**src/rtl/vga_timing_pkg.sv**
```systemverilog
`default_nettype none
// +----------------------------------------------------------------------------+
// | vga_timing_pkg : default 640x480@60 timing constants and coordinate type   |
// | Rev 1.0                                                                    |
// +----------------------------------------------------------------------------+
package vga_timing_pkg;

  localparam int COORD_W   = 10;
  localparam int COORD_MAX = 1 << COORD_W;

  typedef logic [COORD_W-1:0] coord_t;

  localparam int DEF_H_ACTIVE = 640;
  localparam int DEF_H_FRONT  = 16;
  localparam int DEF_H_SYNC   = 96;
  localparam int DEF_H_BACK   = 48;

  localparam int DEF_V_ACTIVE = 480;
  localparam int DEF_V_FRONT  = 10;
  localparam int DEF_V_SYNC   = 2;
  localparam int DEF_V_BACK   = 33;

  function automatic int axis_total(input int active, input int front,
                                    input int sync, input int back);
    return active + front + sync + back;
  endfunction

  localparam int H_TOTAL = axis_total(DEF_H_ACTIVE, DEF_H_FRONT, DEF_H_SYNC, DEF_H_BACK);
  localparam int V_TOTAL = axis_total(DEF_V_ACTIVE, DEF_V_FRONT, DEF_V_SYNC, DEF_V_BACK);

  // Sync windows are half-open: [START, END)
  localparam int HSYNC_START = DEF_H_ACTIVE + DEF_H_FRONT;
  localparam int HSYNC_END   = HSYNC_START + DEF_H_SYNC;
  localparam int VSYNC_START = DEF_V_ACTIVE + DEF_V_FRONT;
  localparam int VSYNC_END   = VSYNC_START + DEF_V_SYNC;

endpackage
`default_nettype wire

```
**src/rtl/vga_sync_gen_if.sv**
```systemverilog
`default_nettype none
// +----------------------------------------------------------------------------+
// | vga_sync_gen_if : raster timing bundle (syncs, visible flag, x/y, strobes) |
// | Optional frameCount under VGA_SYNC_FRAME_COUNT_EN.  Rev 1.0                 |
// +----------------------------------------------------------------------------+
interface vga_sync_gen_if;
  import vga_timing_pkg::*;

  logic   hsync;
  logic   vsync;
  logic   canDisplayImage;
  coord_t x;
  coord_t y;
  logic   lineStart;
  logic   frameStart;
`ifdef VGA_SYNC_FRAME_COUNT_EN
  logic [7:0] frameCount;
`endif

`ifdef VGA_SYNC_FRAME_COUNT_EN
  modport master (output hsync, vsync, canDisplayImage, x, y, lineStart, frameStart, frameCount);
  modport slave  (input  hsync, vsync, canDisplayImage, x, y, lineStart, frameStart, frameCount);
`else
  modport master (output hsync, vsync, canDisplayImage, x, y, lineStart, frameStart);
  modport slave  (input  hsync, vsync, canDisplayImage, x, y, lineStart, frameStart);
`endif

endinterface
`default_nettype wire

```
**src/rtl/sync_axis_counter.sv**
```systemverilog
`default_nettype none
// +----------------------------------------------------------------------------+
// | sync_axis_counter : one raster axis counter with wrap/active/sync decode   |
// | Rev 1.0                                                                    |
// +----------------------------------------------------------------------------+
module sync_axis_counter
  import vga_timing_pkg::*;
#(
  parameter int ACTIVE = DEF_H_ACTIVE,
  parameter int FRONT  = DEF_H_FRONT,
  parameter int SYNC   = DEF_H_SYNC,
  parameter int BACK   = DEF_H_BACK
) (
  input  wire logic clk,
  input  wire logic rst,
  input  wire logic advance,
  output coord_t    count,
  output logic      wrap,
  output logic      active,
  output logic      sync_win
);

  localparam int     TOTAL      = axis_total(ACTIVE, FRONT, SYNC, BACK);
  localparam coord_t LAST       = coord_t'(TOTAL - 1);
  localparam coord_t ACTIVE_END = coord_t'(ACTIVE);
  localparam coord_t SYNC_START = coord_t'(ACTIVE + FRONT);
  localparam coord_t SYNC_END   = coord_t'(ACTIVE + FRONT + SYNC);

  coord_t r_count;

  always_ff @(posedge clk or posedge rst) begin
    if (rst) begin
      r_count <= '0;
    end else if (advance) begin
      r_count <= (r_count == LAST) ? '0 : r_count + 1'b1;
    end
  end

  assign count    = r_count;
  assign wrap     = advance && (r_count == LAST);
  assign active   = (r_count < ACTIVE_END);
  assign sync_win = (r_count >= SYNC_START) && (r_count < SYNC_END);

endmodule
`default_nettype wire

```
**src/rtl/vga_sync_gen.sv**
```systemverilog
`default_nettype none
// +----------------------------------------------------------------------------+
// | vga_sync_gen : 640x480@60 VGA raster generator with registered outputs     |
// | Optional frameCount output under VGA_SYNC_FRAME_COUNT_EN.  Rev 1.0          |
// +----------------------------------------------------------------------------+
module vga_sync_gen
  import vga_timing_pkg::*;
#(
  parameter int H_ACTIVE        = DEF_H_ACTIVE,
  parameter int H_FRONT         = DEF_H_FRONT,
  parameter int H_SYNC          = DEF_H_SYNC,
  parameter int H_BACK          = DEF_H_BACK,
  parameter int V_ACTIVE        = DEF_V_ACTIVE,
  parameter int V_FRONT         = DEF_V_FRONT,
  parameter int V_SYNC          = DEF_V_SYNC,
  parameter int V_BACK          = DEF_V_BACK,
  parameter int SYNC_ACTIVE_LOW = 1
) (
  input  wire logic       clock25MHz,
  input  wire logic       reset,
  vga_sync_gen_if.master  vga
);

  localparam int   H_TOT     = axis_total(H_ACTIVE, H_FRONT, H_SYNC, H_BACK);
  localparam int   V_TOT     = axis_total(V_ACTIVE, V_FRONT, V_SYNC, V_BACK);
  localparam logic SYNC_IDLE = (SYNC_ACTIVE_LOW != 0);

  if (H_TOT > COORD_MAX) begin : g_h_total_check
    $error("vga_sync_gen: horizontal total exceeds coordinate range");
  end
  if (V_TOT > COORD_MAX) begin : g_v_total_check
    $error("vga_sync_gen: vertical total exceeds coordinate range");
  end

  coord_t w_h_count;
  coord_t w_v_count;
  logic   w_h_wrap;
  logic   w_v_wrap;
  logic   w_h_active;
  logic   w_v_active;
  logic   w_h_sync;
  logic   w_v_sync;

  sync_axis_counter #(
    .ACTIVE (H_ACTIVE),
    .FRONT  (H_FRONT),
    .SYNC   (H_SYNC),
    .BACK   (H_BACK)
  ) u_h_axis (
    .clk      (clock25MHz),
    .rst      (reset),
    .advance  (1'b1),
    .count    (w_h_count),
    .wrap     (w_h_wrap),
    .active   (w_h_active),
    .sync_win (w_h_sync)
  );

  sync_axis_counter #(
    .ACTIVE (V_ACTIVE),
    .FRONT  (V_FRONT),
    .SYNC   (V_SYNC),
    .BACK   (V_BACK)
  ) u_v_axis (
    .clk      (clock25MHz),
    .rst      (reset),
    .advance  (w_h_wrap),
    .count    (w_v_count),
    .wrap     (w_v_wrap),
    .active   (w_v_active),
    .sync_win (w_v_sync)
  );

  // Counters hold the position to be presented on the next edge, so the
  // output stage lags them by one clock and shows (0,0) on the first edge.
  logic   r_origin;
  coord_t r_x;
  coord_t r_y;
  logic   r_display;
  logic   r_hsync;
  logic   r_vsync;
  logic   r_line_start;
  logic   r_frame_start;

  always_ff @(posedge clock25MHz or posedge reset) begin
    if (reset) begin
      r_origin      <= 1'b1;
      r_x           <= '0;
      r_y           <= '0;
      r_display     <= 1'b0;
      r_hsync       <= SYNC_IDLE;
      r_vsync       <= SYNC_IDLE;
      r_line_start  <= 1'b0;
      r_frame_start <= 1'b0;
    end else begin
      r_origin      <= w_v_wrap;
      r_x           <= w_h_count;
      r_y           <= w_v_count;
      r_display     <= w_h_active && w_v_active;
      r_hsync       <= w_h_sync ? ~SYNC_IDLE : SYNC_IDLE;
      r_vsync       <= w_v_sync ? ~SYNC_IDLE : SYNC_IDLE;
      r_line_start  <= (w_h_count == '0);
      r_frame_start <= r_origin;
    end
  end

  assign vga.x               = r_x;
  assign vga.y               = r_y;
  assign vga.canDisplayImage = r_display;
  assign vga.hsync           = r_hsync;
  assign vga.vsync           = r_vsync;
  assign vga.lineStart       = r_line_start;
  assign vga.frameStart      = r_frame_start;

`ifdef VGA_SYNC_FRAME_COUNT_EN
  // r_wrapped marks a real frame wrap; the post-reset origin never sets it.
  logic       r_wrapped;
  logic [7:0] r_frame_count;

  always_ff @(posedge clock25MHz or posedge reset) begin
    if (reset) begin
      r_wrapped     <= 1'b0;
      r_frame_count <= '0;
    end else begin
      r_wrapped <= w_v_wrap;
      if (r_wrapped) begin
        r_frame_count <= r_frame_count + 8'd1;
      end
    end
  end

  assign vga.frameCount = r_frame_count;
`endif

endmodule
`default_nettype wire
```
**src/flat_wrapper.sv**
```systemverilog
// flat-port wrapper written by rule: the top's interface ports become plain ports
module vga_sync_gen_flat import vga_timing_pkg::*;
#(
  parameter int H_ACTIVE        = DEF_H_ACTIVE,
  parameter int H_FRONT         = DEF_H_FRONT,
  parameter int H_SYNC          = DEF_H_SYNC,
  parameter int H_BACK          = DEF_H_BACK,
  parameter int V_ACTIVE        = DEF_V_ACTIVE,
  parameter int V_FRONT         = DEF_V_FRONT,
  parameter int V_SYNC          = DEF_V_SYNC,
  parameter int V_BACK          = DEF_V_BACK,
  parameter int SYNC_ACTIVE_LOW = 1
)
  (clock25MHz, reset, vga_hsync, vga_vsync, vga_canDisplayImage, vga_x, vga_y, vga_lineStart, vga_frameStart);
  vga_sync_gen_if vga_i ();
  input  wire logic clock25MHz;
  input  wire logic reset;
  output wire logic [$bits(vga_i.hsync)-1:0] vga_hsync;
  output wire logic [$bits(vga_i.vsync)-1:0] vga_vsync;
  output wire logic [$bits(vga_i.canDisplayImage)-1:0] vga_canDisplayImage;
  output wire logic [$bits(vga_i.x)-1:0] vga_x;
  output wire logic [$bits(vga_i.y)-1:0] vga_y;
  output wire logic [$bits(vga_i.lineStart)-1:0] vga_lineStart;
  output wire logic [$bits(vga_i.frameStart)-1:0] vga_frameStart;
  assign vga_hsync = vga_i.hsync;
  assign vga_vsync = vga_i.vsync;
  assign vga_canDisplayImage = vga_i.canDisplayImage;
  assign vga_x = vga_i.x;
  assign vga_y = vga_i.y;
  assign vga_lineStart = vga_i.lineStart;
  assign vga_frameStart = vga_i.frameStart;
  vga_sync_gen #(.H_ACTIVE(H_ACTIVE), .H_FRONT(H_FRONT), .H_SYNC(H_SYNC), .H_BACK(H_BACK), .V_ACTIVE(V_ACTIVE), .V_FRONT(V_FRONT), .V_SYNC(V_SYNC), .V_BACK(V_BACK), .SYNC_ACTIVE_LOW(SYNC_ACTIVE_LOW)) u_core (.clock25MHz(clock25MHz), .reset(reset), .vga(vga_i));
endmodule
```
**config.mk**
```make
export PLATFORM = sky130hd
export DESIGN_NAME = vga_sync_gen_flat
export DESIGN_NICKNAME = d
export VERILOG_FILES = /design/src/rtl/vga_timing_pkg.sv /design/src/rtl/vga_sync_gen_if.sv /design/src/rtl/sync_axis_counter.sv /design/src/rtl/vga_sync_gen.sv /design/src/flat_wrapper.sv
export SDC_FILE = /design/constraint.sdc
export NUM_CORES = 1
export LEC_CHECK = 0
export BUFFER_PORTS_ARGS = -buffer_cell sky130_fd_sc_hd__buf_2
export CAP_MARGIN = 0
export CORE_ASPECT_RATIO = 0.7
export CORE_MARGIN = 3
export CORE_UTILIZATION = 45
export DETAILED_ROUTE_END_ITERATION = 10
export HOLD_SLACK_MARGIN = 0.12
export PLACE_DENSITY = 0.76
export SLEW_MARGIN = 15
export SYNTH_ARGS = -nofsm -noshare
export SYNTH_HDL_FRONTEND = slang
export SYNTH_HIERARCHICAL = 1
export SYNTH_SLANG_ARGS = --single-unit
```
**constraint.sdc**
```tcl
create_clock -name clock25MHz -period 2.9 [get_ports clock25MHz]
set_input_delay 0 -clock clock25MHz [delete_from_list [all_inputs] [get_ports clock25MHz]]
set_output_delay 0 -clock clock25MHz [all_outputs]
set_load 0.005 [all_outputs]
```
# Yosys cells after proc, flatten, opt, wreduce, memory -nomap -nowiden
# Cells that the tools add are included.
[word_totals] regBits=46 input_bits=2 out_inout_bits=25 word_cells=29
[classes] addsub=2 order_cmp=6 eq_ne=2 muxes=4 reduce_logical=5
[ops] operator="adder 10 x 1 -> 10 bit, second input constant" n=2
[ops] operator="== test 10 bit, second input constant" n=2
[ops] operator="< comparator 10 bit, second input constant" n=2
[ops] operator="< comparator 10 x 9 -> 1 bit, second input constant" n=2
[ops] operator="2-to-1 mux 10 bit" n=2
[ops] operator="greater-or-equal comparator 10 bit, second input constant" n=1
[ops] operator="greater-or-equal comparator 10 x 9 -> 1 bit, second input constant" n=1
[ops] operator="zero test 10 bit" n=1
[ops] operator="logical AND 1 bit" n=4
[ops] operator="2-to-1 mux 1 bit" n=2

# Longest topological paths before layout
[depth] word_depth=3 ltp_mapped=7 ltp_nobuf=6

# Modules after synthesis
# The synthesis kept the hierarchy.
[by_module_without_submodules] mod="vga_sync_gen" n_inst=1 cells_each=34 area_per_inst_um2=703.2 seq_area_each_um2=654.4
[by_module_without_submodules] mod="sync_axis_counter (u_core.u_v_axis)" n_inst=1 cells_each=59 area_per_inst_um2=570.5 seq_area_each_um2=250.2
[by_module_without_submodules] mod="sync_axis_counter (u_core.u_h_axis)" n_inst=1 cells_each=59 area_per_inst_um2=564.3 seq_area_each_um2=250.2

# Least setup slack after synthesis
# No wires, ideal clock.
[synth_path] path_kind="reg-to-reg" start="register u_core.u_h_axis.r_count[6] (netlist: u_core/u_h_axis/count[6])" end="register u_core.u_v_axis.r_count[9] (netlist: u_core/u_v_axis/count[9])" setup_time_ps=73 arrival_time_ps=2118 required_ps=2827 path_slack_ps=709 path_stages_with_launch=7 path_buffers=1 period_less_slack_ps=2191 path_cell_list="dfrtp_1 > or4b_4 > nor3_4 > buf_4 > nand4_2 > or4_4 > a21oi_2"
[synth_via] elab_chain_cells=1
[synth_rtl] element="from (decl)" line_no="sync_axis_counter.sv:29" text="coord_t r_count;"
[synth_rtl] element="from (signal assigned)" line_no="sync_axis_counter.sv:35" text="r_count <= (r_count == LAST) ? '0 : r_count + 1'b1;"
[synth_rtl] element="== test 10 bit" line_no="sync_axis_counter.sv:40" text="assign wrap = advance && (r_count == LAST);"
[synth_rtl] element="net u_core.w_h_wrap" line_no="vga_sync_gen.sv:37" text="logic w_h_wrap;"
[synth_rtl] element="to (signal assigned)" line_no="sync_axis_counter.sv:35"
[synth_rtl] element="to (decl)" line_no="sync_axis_counter.sv:29"
# The timed path passes the listed nets, and every way through them passes these cells.
# A chain may end at the register's enable or synchronous reset.

# Final worst setup path
# Ends and elaborated chain as after synthesis.

==> reports/metrics.yaml <==
cells_and_area:
  area_growth_syn_to_layout_pct: 16.3
  fin_nets: 190
  final_area_um2: 2140
  drive_gt1_share_pct: 26.5
  instances_no_fill: 235
  antenna_cells: 0
power:
  pwr-share-clk_pct: 32.5
  switchingPower_uw: 396
  combPwrFrac_pct: 12.5
  p_int_mw: 1.05
  p_leak_nw: 0.997
  p_seq_share_pct: 55.0
  ir_worst_vdd_uv: 336
  power_density_nw_per_um2: 674
  switching_share_pct: 27.5
synth:
  synth_edf_count: 0
  synth_nets: 158
  synthSimpleGateAreaFrac_pct: 19.4
  synthTopCellsByArea: "dfrtp_1 (59%), dfstp_2 (4.3%), nand2_1 (2.9%)"
  synth_area_um2: 1840
  synth-adder-area-share_pct: 2.72
  synth_top_area_share_pct: 58.5
  synthCells: 152
  avgSynthCellArea_um2: 12.1
  synth_largest_area_cell: "dfrtp_1"
  yosys_warnings: 6
  synth_top_family_by_area: "simple AND/OR/NAND/NOR gates"
  ys_seq_area_share_pct: 62.8
  synthXorXnorAreaFrac_pct: 4.29
  synth-compound-area-share_pct: 6.81
  synthArstFlopShare_pct: 100
  synth_seq_cells: 46
  ys.flop_type: "dfrtp_1"
  synthMuxAreaShare_pct: 0
  yosysUniqueCellTypes: 38
worst_setup_path:
  critPathRequiredTime_ns: 3.13
  cp.arrival_ns: 2.41
  max_stage_delay_ns: 0.62
  r2r_slack_ns: 0.72
  r2r-start: "u_core/u_h_axis/count[6]$_DFFE_PP0P_"
  cpLargestDelayFamily: "simple AND/OR/NAND/NOR gates"
  cp_num_buf_inv: 0
  ff2ff_path_depth: 5
  crit_slowest_cell: "or4b_4"
  endpoint_kind: "flip-flop"
  worstPathMaxFanout: 7
  crit_chain: "or4b_4 > nor3_4 > nand4_2 > or4_4 > a21oi_2"
  worstReg2RegEnd: "u_core/u_v_axis/count[9]$_DFFE_PP0P_"
  worstSetupPathType: "reg2reg"
  start_kind: "flip-flop"
clock_tree:
  cts_tree: "yes"
  insertion_delay_ns: 0.30
  cts.htree.levels: 2
  cts-buffers-inserted: 5
  cts_buffer_depth: 2
  cts_resized: 0
  root_buffer: "clkbuf_8"
  clk_pin_slew_ns: 0.08
  cts_sinks: 46
grt:
  first_global_vias: 1227
  met2_usage_pct: 25.7
  grt_use_total_pct: 16.6
  met1_usage_pct: 22.7
  grt_max_degree: 27
  antenna_found_initial: 0
  grt.overflow.total: 0
  top_usage_layer: "met2"
  grt_pass1_wl_um: 5990
  grtUsageMet3_pct: 3.19
timing:
  slew_headroom_pct: 35.2
  worst_pin_slew_ns: 0.971
  period_share_pct: 75.1
  setup_viol: 0
  fin_crit_ns: 2.18
  grt_setup_unrepaired: "false"
  holdWs_ns: 0.251
  fmax_mhz: 459
  clock_skew_ns: 0.00364
  final_hold_viol_count: 0
  finalSetupTns_ns: 0
  slew_viol_final: 0
place:
  gp_congestion: 0.842
  placed_cells: 226
  portBuffers: 26
  hpwl_um: 2550
  dpl-instance-area_um2: 2020
detailed_routing:
  dr.pass1.iters: 4
  postRouteAntennaNets: 0
  viasPerCell: 5.52
  post_drt_wl_per_cell_um: 15.6
  drt_iter0_drc: 89
  drc: 0
  vias: 1297
  drt-total-wl_um: 3660
floorplan:
  num_rows: 18
  die_y_um: 59.5
  fp.dieW_um: 82.4
  ioPinCount: 27
  initial_utilization_pct: 49.5
  dieArea_um2: 4900
  coreArea_um2: 3720
status:
  status: "complete, no violations"
job:
  drv_cap: 0
min_path:
  min_path_type: "in2async"
flip-flops by register name, indices dropped and copies added (netlist names):
register / count
u_core/vga.vsync: 1
u_core/vga.x: 10
u_core/vga.frameStart: 1
u_core/r_origin: 1
u_core/u_h_axis/count: 10
u_core/vga.y: 10
u_core/u_v_axis/count: 10
u_core/vga.lineStart: 1
u_core/vga.hsync: 1
u_core/vga.canDisplayImage: 1
worst reg2reg max path: cells and delay by family, from the launching register on:
| family | cells | cell delay (ns) |
|---|---|---|
| simple gates | 4 | 1.51 |
| flops | 1 | 0.45 |
| compound gates | 1 | 0.15 |
kinds of logic after synthesis:
family | count (synthesis)
AND/OR/NAND/NOR | 58
flip-flops | 46
AO/OA/AOI/OAI | 18
buffers and inverters | 16
XOR/XNOR | 9
adder cells (fa/ha/maj) | 4
other | 1
power by group through the flow:
stage	clock, mW	combinational [mW]	sequential (mW)
final	0.469	0.180	0.793
after global routing	0.503	0.203	0.801
after CTS	0.475	0.182	0.789
after detailed placement	0	0.175	0.802
after global placement	0	0.168	0.794
after floorplan	0	0.127	0.777
cells in the final DEF (no fill, tap or decap), types with 5 or more instances in the layout:
cell	count
dfrtp_1	43
o21ai_0	5
clkbuf_8	5
inv_1	13
nor3_1	5
xor2_1	5
nand4_1	6
nand2_1	14
buf_2	26
nand3_1	9
metal layers:
metal / wire length (um) / part of all wire [%]
met3: 215 / 5.9
met1: 1640 / 45
met4: 59 / 1.6
met5: 0 / 0
met2: 1750 / 48
repair_timing:
| action | 4_1_cts | 5_1_grt |
|---|---|---|
| hold buffers | 1 | 0 |
| hold endpoints to repair | 43 | 0 |
| endpoints found under the setup margin | 0 | 0 |
| setup buffers | 0 | 0 |
worst max path at each step:
stage                                                     from                                    to  slack (ns)  cells after the start
final                     u_core/u_h_axis/count[6]$_DFFE_PP0P_  u_core/u_v_axis/count[9]$_DFFE_PP0P_        0.72                      5
after global routing      u_core/u_h_axis/count[6]$_DFFE_PP0P_  u_core/u_v_axis/count[9]$_DFFE_PP0P_        0.66                      5
after CTS                 u_core/u_h_axis/count[6]$_DFFE_PP0P_  u_core/u_v_axis/count[9]$_DFFE_PP0P_        0.73                      5
after detailed placement  u_core/u_h_axis/count[6]$_DFFE_PP0P_  u_core/u_v_axis/count[9]$_DFFE_PP0P_        0.76                      5
after global placement    u_core/u_h_axis/count[6]$_DFFE_PP0P_  u_core/u_v_axis/count[9]$_DFFE_PP0P_        0.82                      5
after floorplan           u_core/u_h_axis/count[6]$_DFFE_PP0P_  u_core/u_v_axis/count[9]$_DFFE_PP0P_        0.71                      6
cell usage after synthesis, types with 2 or more instances:
cell	number
ha_1	4
inv_1	13
nand4_1	6
or4_1	4
o221ai_1	2
nor4_2	2
buf_4	2
xor2_1	5
xnor2_1	4
nor3_1	5
nand3_1	9
o22ai_1	2
a21oi_1	3
dfstp_2	3
nand2_1	14
nor2_1	3
dfrtp_1	43
o21ai_0	5
or3_1	4
cell type report:
class	instances	area (um^2)
fillers	307	1580
flip-flops and latches	46	1150
multi-input cells	90	614
repair buffers	28	148
clock buffers	6	72.6
well taps	50	62.6
inverters	13	48.8
clock inverters	2	37.5
stage by stage:
stage | util (%) | power (mW) | worst slack, ns
2_1_floorplan | - | 0.904 | 0.709
3_3_place_gp | 54.3 | 0.963 | 0.824
6_report | 57.5 | 1.44 | 0.722
4_1_cts | 57.5 | 1.45 | 0.727
5_1_grt | 57.5 | 1.51 | 0.660
3_5_place_dp | 54.3 | 0.977 | 0.758
No activity file was read; power rests on OpenSTA's default activity.
